`src/rtl/sdram_load_writer.sv`:
```
// Byte-stream to 16-bit byte-enable write client for one SDRAM controller channel.
// Define SDRAM_LOAD_WRITER_PACK_EN to merge adjacent even/odd byte pairs into one word write.
module sdram_load_writer #(
    parameter int FIFO_AW = 3,
    parameter int TIMEOUT = 1023
) (
    input  logic        clk,
    input  logic        reset,
    input  logic        in_valid,
    output logic        in_ready,
    input  logic [26:0] in_addr,
    input  logic [7:0]  in_data,
    input  logic        flush,
    output logic [25:0] ch_addr,
    output logic [15:0] ch_din,
    output logic [1:0]  ch_be,
    output logic        ch_req,
    output logic        ch_rnw,
    input  logic        ch_ready,
    output logic        busy,
    output logic        err,
    output logic [15:0] wr_count
);

    localparam int DEPTH = 1 << FIFO_AW;
    localparam int EW    = 44;
    localparam logic [FIFO_AW-1:0] PTR_ONE    = FIFO_AW'(1);
    localparam logic [FIFO_AW:0]   CNT_ONE    = (FIFO_AW + 1)'(1);
    localparam logic [FIFO_AW:0]   CNT_FULL   = (FIFO_AW + 1)'(DEPTH);
    localparam logic [9:0]         TIMER_LAST = 10'(TIMEOUT - 1);

    typedef enum logic [1:0] {IDLE, REQ, GAP} state_t;

    logic [EW-1:0]      mem [DEPTH];
    logic [FIFO_AW-1:0] wr_ptr_reg, rd_ptr_reg;
    logic [FIFO_AW:0]   count_reg;
    logic               fifo_full, fifo_empty;
    logic               accept, push, pop, pend_any;
    logic [EW-1:0]      push_entry, head;
    state_t             state_reg;
    logic [9:0]         timer_reg;

    // Entry layout {word addr, data, be}; a lone byte sits in its own lane, other lane zero.
    function automatic logic [EW-1:0] single_entry(input logic [26:0] a, input logic [7:0] d);
        return {a[26:1], (a[0] ? {d, 8'h00} : {8'h00, d}), (a[0] ? 2'b10 : 2'b01)};
    endfunction

    assign fifo_full  = (count_reg == CNT_FULL);
    assign fifo_empty = (count_reg == '0);
    assign in_ready   = !flush && !fifo_full;
    assign accept     = in_valid && in_ready;
    assign pop        = (state_reg == REQ) && ch_ready;
    assign ch_rnw     = 1'b0;
    assign busy       = pend_any || !fifo_empty || (state_reg != IDLE);

`ifdef SDRAM_LOAD_WRITER_PACK_EN
    logic        pend_v_reg;
    logic [26:0] pend_addr_reg;
    logic [7:0]  pend_data_reg;
    logic        merge, flush_push;

    assign merge      = pend_v_reg && !pend_addr_reg[0] && (in_addr == pend_addr_reg + 27'd1);
    // A flush waits for FIFO space rather than dropping the held byte.
    assign flush_push = flush && pend_v_reg && !fifo_full;
    assign pend_any   = pend_v_reg;

    always_comb begin
        push       = 1'b0;
        push_entry = single_entry(pend_addr_reg, pend_data_reg);
        if (accept && merge) begin
            push       = 1'b1;
            push_entry = {pend_addr_reg[26:1], in_data, pend_data_reg, 2'b11};
        end else if ((accept && pend_v_reg) || flush_push) begin
            push = 1'b1;
        end
    end

    always_ff @(posedge clk or posedge reset) begin
        if (reset) begin
            pend_v_reg    <= 1'b0;
            pend_addr_reg <= '0;
            pend_data_reg <= '0;
        end else if (accept) begin
            if (merge) begin
                pend_v_reg <= 1'b0;
            end else begin
                pend_v_reg    <= 1'b1;
                pend_addr_reg <= in_addr;
                pend_data_reg <= in_data;
            end
        end else if (flush_push) begin
            pend_v_reg <= 1'b0;
        end
    end
`else
    assign pend_any   = 1'b0;
    assign push       = accept;
    assign push_entry = single_entry(in_addr, in_data);
`endif

    always_ff @(posedge clk) begin
        if (push) begin
            mem[wr_ptr_reg] <= push_entry;
        end
    end

    // Head is read straight from the array so a request can issue the edge after a push.
    assign head = mem[rd_ptr_reg];

    always_ff @(posedge clk or posedge reset) begin
        if (reset) begin
            wr_ptr_reg <= '0;
            rd_ptr_reg <= '0;
            count_reg  <= '0;
        end else begin
            if (push) wr_ptr_reg <= wr_ptr_reg + PTR_ONE;
            if (pop)  rd_ptr_reg <= rd_ptr_reg + PTR_ONE;
            case ({push, pop})
                2'b10:   count_reg <= count_reg + CNT_ONE;
                2'b01:   count_reg <= count_reg - CNT_ONE;
                default: count_reg <= count_reg;
            endcase
        end
    end

    always_ff @(posedge clk or posedge reset) begin
        if (reset) begin
            state_reg <= IDLE;
            ch_req    <= 1'b0;
            ch_addr   <= '0;
            ch_din    <= '0;
            ch_be     <= '0;
            timer_reg <= '0;
            err       <= 1'b0;
            wr_count  <= '0;
        end else begin
            case (state_reg)
                IDLE: begin
                    if (!fifo_empty) begin
                        {ch_addr, ch_din, ch_be} <= head;
                        ch_req    <= 1'b1;
                        timer_reg <= '0;
                        state_reg <= REQ;
                    end
                end
                REQ: begin
                    if (ch_ready) begin
                        wr_count  <= wr_count + 16'd1;
                        ch_req    <= 1'b0;
                        state_reg <= GAP;
                    end else if (timer_reg == TIMER_LAST) begin
                        // Entry stays at the FIFO head and is re-requested after the gap.
                        err       <= 1'b1;
                        ch_req    <= 1'b0;
                        state_reg <= GAP;
                    end else begin
                        timer_reg <= timer_reg + 10'd1;
                    end
                end
                GAP: begin
                    state_reg <= IDLE;
                end
                default: begin
                    state_reg <= IDLE;
                end
            endcase
        end
    end

endmodule

```
`config.mk`:
```
export PLATFORM = sky130hd
export DESIGN_NAME = sdram_load_writer
export DESIGN_NICKNAME = d
export VERILOG_FILES = /design/src/rtl/sdram_load_writer.sv
export SDC_FILE = /design/constraint.sdc
export NUM_CORES = 1
export LEC_CHECK = 0
export CORE_MARGIN = 3
export CORE_UTILIZATION = 53
export DETAILED_ROUTE_END_ITERATION = 10
export GPL_TIMING_DRIVEN = 1
export PLACE_DENSITY = 0.87
export SYNTH_ARGS = -nofsm -noshare
export SYNTH_HDL_FRONTEND = slang
export SYNTH_SLANG_ARGS = --single-unit
```
`constraint.sdc`:
```
create_clock -name clk -period 4.4 [get_ports clk]
set_input_delay 0.66 -clock clk [delete_from_list [all_inputs] [get_ports clk]]
set_output_delay 0.66 -clock clk [all_outputs]
set_load 0.005 [all_outputs]
```
==> impl_metrics.toml, run 1 <==
[min_path]
hp-start = "err"
min_path_cells = 1
hp-class = "reg2reg"

[finish]
antenna_cells = 0
largest-register = "mem"
reg_top3 = "mem: 352 flops, ch_addr: 26 flops"
nets = 1054
num-fill-cells = 1989
largest_reg_flops = 352
drive_above_1_share = 0.1910
mostFrequentLayoutCells = "352 x edfxtp_1, 103 x clkdlybuf4s50_1, 88 x mux4_2"
stdcell_area_um2 = 19930
layout_commonest_cell = "edfxtp_1"
syn2layout_area_growth_pct = 18.03

[yosys]
async_reset_ff_frac = 0.1927
yosysUniqueCellTypes = 50
synthSimpleGateAreaFrac = 0.04705
synth_area_per_cell_um2 = 19.30
yosysSeqAreaShare = 0.7504
synth-seq-cells = 436
synthFlopType = "edfxtp_1"
synthCells = 875
yosys_warnings = 0
synth_compound_area_frac = 0.02334
synth_top_family_by_area = "multiplexers"
synth_xor_xnor_area_share = 0.01245
synth_area_um2 = 16890
synth_fa_ha_area_frac = 0.005927
synth_edf_count = 352
synthMuxAreaShare = 0.1467
synth_nets = 923

[worst_setup_path]
rrSetupSlack_ps = 1610
timing.rr.end = "mem[5][29]"
arrival_ps = 3030
critPathCapture = "mem[5][29]"
rr_startpoint = "count_reg[1]"
slowest_delay_ps = 650
crit_start = "count_reg[1]"
endpoint_kind = "flip-flop"
cp.depth = 5
path_delay_family = "simple AND/OR/NAND/NOR gates"
crit_buf_inv = 1
crit_chain = "nor3_1, a211oi_2, nand2_1, nor2_4, buf_4"
crit_slowest_cell = "nor2_4"
critPathLaunchType = "flip-flop"
worstPathRequired_ps = 4640
path_class = "reg2reg"
cp_max_fo = 18
r2r_cells = 5

[clock_network]
cts_resized = 0
clockBufferDepth = 3
cts_tree = "built"
clkLatencyLatePin_ps = 560
clk_pin_slew_worst_paths_ps = 70
h-tree-depth = 2
cts.sinks = 436
post_cts_buffers = 0
cts_hold_buf = 0
numCtsBuffers = 44
cts_root_buf = "clkbuf_16"

[floorplanning]
die_area_um2 = 34040
die_width_um = 184.5
start_util = 0.5449
rows = 64
die_h_um = 184.5
ios = 105
core-area_um2 = 30990

[power_and_ir_drop]
power_mw = 12.56
peakVddDrop_mv = 0.4822
powerDensity_nw_per_um2 = 630.2
p_leak_nw = 6.912

[sta]
fin_crit_ps = 2786
hold_viol = 0
rsz0062_at_grt = "no"
tightest_slew_ps = 1325
relSlewSlack = 0.1088
fmax_ghz = 0.3589
clock_skew_ps = 22.65
slew_violations = 0
setup_tns_ps = 0
final.period_utilization = 0.6333
setup_violations = 0
hold_ws_ps = 454.0

[detailed_routing]
drtIter0Drc = 823
vias = 8592
drtPass1Iterations = 7
wl_met1_mm = 13.75
wl_mm = 35.31
antenna_left = 0
wl_met3_mm = 2.412
via_per_inst = 5.975
wl_met2_mm = 18.12
top_layer = "met4"
drc = 0
wl_per_cell_um = 24.56

[global_route]
grt_usage = 0.2135
overflow = 0
grt_pass1_wl_mm = 54.58
grt_pass1_vias = 9006
grt_max_degree = 96
antenna_found_initial = 0

[placed_design]
port_buffers = 103
dpl.hpwl_mm = 20.08
dpl_cell_area_um2 = 18480
place_congestion = 0.8069

[flow_run]
max_cap_viol_count = 0

[outcome]
status = "completed"
[Yosys cell counts, types with 2 or more instances]
library cell  instances  share of area
a21oi_1               4         0.0012
a31oi_1               3         0.0011
and2_1               10         0.0037
and3_1                4         0.0015
buf_1                 2        0.00044
buf_2                17         0.0050
buf_4                 7         0.0031
buf_6                 2         0.0013
clkbuf_1             12         0.0027
dfrtp_1              84           0.12
edfxtp_1            352           0.63
ha_1                  8         0.0059
inv_1                 6         0.0013
mux2_2                4         0.0027
mux2i_1              45          0.027
mux4_2               88           0.12
nand2_1              60          0.013
nand2b_1              5         0.0019
nand3_1              21         0.0062
nand3b_1              2        0.00089
nand4_1               7         0.0026
nor2_1               17         0.0038
nor2b_1              10         0.0037
nor3_1                9         0.0027
nor4_1                2        0.00074
o21ai_0              37          0.011
o21ai_1              12         0.0036
xnor2_1              12         0.0062
xor2_1               12         0.0062
[per-stage QoR]
step	utilization	instances	setup WS [ps]
detailed placement	0.5963	1356	1152
finish	0.6432	1438	1614
global placement	0.5963	1356	1189
floorplan	-	875	843.9
global route	0.6432	1438	1506
CTS	0.6432	1438	1606
[per-layer routing]
layer  GRT usage  vias to the layer above
met2      0.3570                      365
li1            -                     3735
met1      0.2880                     4411
met4     0.07046                        0
met5           0                        -
met3     0.03987                       81
[worst reg2reg max path, stage by stage, from the launching register on]
cell,delay (ps)
dfrtp_1,490
nor3_1,140
a211oi_2,500
nand2_1,380
nor2_4,650
buf_4,330
[cells by family after synthesis]
group | count (synthesis)
flops | 436
simple gates | 158
mux | 137
compound gates | 65
buf+inv | 46
xor+xnor | 24
fa+ha+maj | 8
other cells | 1
[layout make-up]
class,instances,area [um2],area share
clock buffer,61,1236,0.06202
clock inverter,21,215.2,0.01080
inverter,6,25.02,0.001255
multi-input combinational,393,4055,0.2035
sequential,436,12680,0.6363
tap,396,495.5,0.02486
timing repair buffer,125,1221,0.06127
[worst min path at each step]
stage                   endpoint  slack (ps)
floorplan                    err         450
global placement             err         440
detailed placement           err         440
CTS                          err         460
global route        wr_count[15]         490
finish                       err         450
[where the power goes]
group	internal, mW	switching (mW)
registers	5.05	0.700
clock network	2.12	1.56
logic	1.71	1.43
Power figures use the tool's default switching activity.
==> run 2: changes to the inputs <==
==> constraint.sdc (replaced) <==
create_clock -name clk -period 2.48 [get_ports clk]
set_input_delay 0.372 -clock clk [delete_from_list [all_inputs] [get_ports clk]]
set_output_delay 0.372 -clock clk [all_outputs]
set_load 0.005 [all_outputs]
==> run 2 against run 1 <==
- first-iteration DRC count increased by 5.6%
- largest cell class unchanged
- final area increased by 1.6%
- clock-buffer cell count decreased by 6
- die area unchanged
- sequential cell count unchanged
- routed wire length decreased by 2.3%
- hold slack got worse by 180 ps
==> impl_metrics.toml, run 2 (synthesized netlist as in run 1, its figures left out) <==
[worst_setup_path]
r2r_cells = 6
rr_startpoint = "count_reg[1]"
timing.rr.end = "mem[1][43]"
worstPathRequired_ps = 2110
critPathCapture = "busy"
critPathLaunchType = "flip-flop"
rrSetupSlack_ps = 230
endpoint_kind = "primary output"
path_class = "reg2out"
crit_start = "count_reg[1]"
cp_max_fo = 8
arrival_ps = 1970

[clock_network]
cts_root_buf = "clkbuf_16"
numCtsBuffers = 43
h-tree-depth = 2
post_cts_buffers = 0
clk_pin_slew_worst_paths_ps = 60
cts_resized = 0
cts_hold_buf = 0
cts_tree = "built"
clockBufferDepth = 3
clkLatencyLatePin_ps = 560
cts.sinks = 436

[power_and_ir_drop]
powerDensity_nw_per_um2 = 1109
p_leak_nw = 7.035
peakVddDrop_mv = 0.6640

[floorplanning]
core-area_um2 = 30990
die_h_um = 184.5
start_util = 0.5449
ios = 105
die_area_um2 = 34040
die_width_um = 184.5
rows = 64

[finish]
nets = 1073
final_util = 0.6537
layout.area.seq_um2 = 12680
syn2layout_area_growth_pct = 19.95
reg_top3 = "mem: 352 flops, ch_addr: 26 flops"
num-fill-cells = 1919
largest_reg_flops = 352
fin_cells = 1456
mostFrequentLayoutCells = "352 x edfxtp_1, 103 x clkdlybuf4s50_1, 88 x mux4_2"
largest-register = "mem"
stdcell_area_um2 = 20260
multi_input_area_um2 = 4069
antenna_cells = 0
layout_commonest_cell = "edfxtp_1"
drive_above_1_share = 0.2075

[global_route]
grt_usage = 0.2091
antenna_found_initial = 0
overflow = 0
grt_pass1_wl_mm = 53.88
grt_pass1_vias = 9301
grt_max_degree = 85

[detailed_routing]
vias = 8710
drtPass1Iterations = 7
drc = 0
drtIter0Drc = 869
wl_per_cell_um = 23.70
antenna_left = 0
via_per_inst = 5.982
wl_mm = 34.51

[sta]
setup_tns_ps = 0
relSlewSlack = 0.5560
setup_violations = 0
fmax_ghz = 0.4277
slew_violations = 0
tightest_slew_ps = 666.1
fin_crit_ps = 2338
final.period_utilization = 0.9427
clock_skew_ps = 19.01
rsz0062_at_grt = "no"
hold_viol = 0

[placed_design]
dp.cells = 1376
dpl_cell_area_um2 = 18860
dpl.hpwl_mm = 20.46
place_congestion = 0.7730
port_buffers = 103

[min_path]
hp-class = "in2async"

[flow_run]
max_cap_viol_count = 0

[outcome]
status = "completed"
[run 2: cell types whose count changed in the layout (fill, tap and decap cells not counted), moves of 2 or more]
cell        previous run  this run
buf_12                 2        20
clkinv_2               5         9
clkinvlp_4             1         3
buf_4                 20        22
clkbuf_8               5         2
clkbuf_16             45        43
inv_16                 2         0
[run 2: worst min path at each step]
stage,from,end,cells past startpoint
finish,reset,ch_addr[6],3
detailed placement,wr_count[15],wr_count[15],1
CTS,reset,ch_addr[6],3
floorplan,err,err,1
global route,reset,ch_addr[6],3
global placement,wr_count[15],wr_count[15],1
[run 2: worst max-delay path: stages (launching register included)]
cell and delay (ps):
dfrtp_1 480, nor4_4 340, nand2_1 110, clkdlybuf4s50_1 490
[run 2: metal layers]
layer,up-vias,GRT usage,part of all wire
li1,3764,-,-
met1,4480,0.2776,0.39
met2,382,0.3515,0.51
met3,84,0.03493,0.064
met4,0,0.08164,0.033
met5,-,0,0
[run 2: layout make-up]
type	count	share of cell area
clock buffer	55	0.05633
timing repair buffer	145	0.07881
clock inverter	25	0.01211
multi-input combinational	393	0.2009
inverter	6	0.001297
sequential	436	0.6261
tap	396	0.02446
[run 2: report_power, final]
part           leakage, nW  total (mW)  switching [mW]  internal, mW
Combinational         2.11        6.18            2.85          3.33
Sequential            4.25        9.96           0.999          8.96
Clock                0.674        6.33            2.73          3.61
Total                 7.03        22.5            6.57          15.9
[run 2: stage by stage]
stage	total power, mW	hold slack (ps)	setup slack, ps
2_1_floorplan	13.71	451.0	-224.7
3_3_place_gp	16.00	455.9	-1.759
3_5_place_dp	16.25	470.1	-37.50
4_1_cts	22.67	318.3	61.78
5_1_grt	23.52	323.6	53.99
6_report	22.47	276.1	142.0
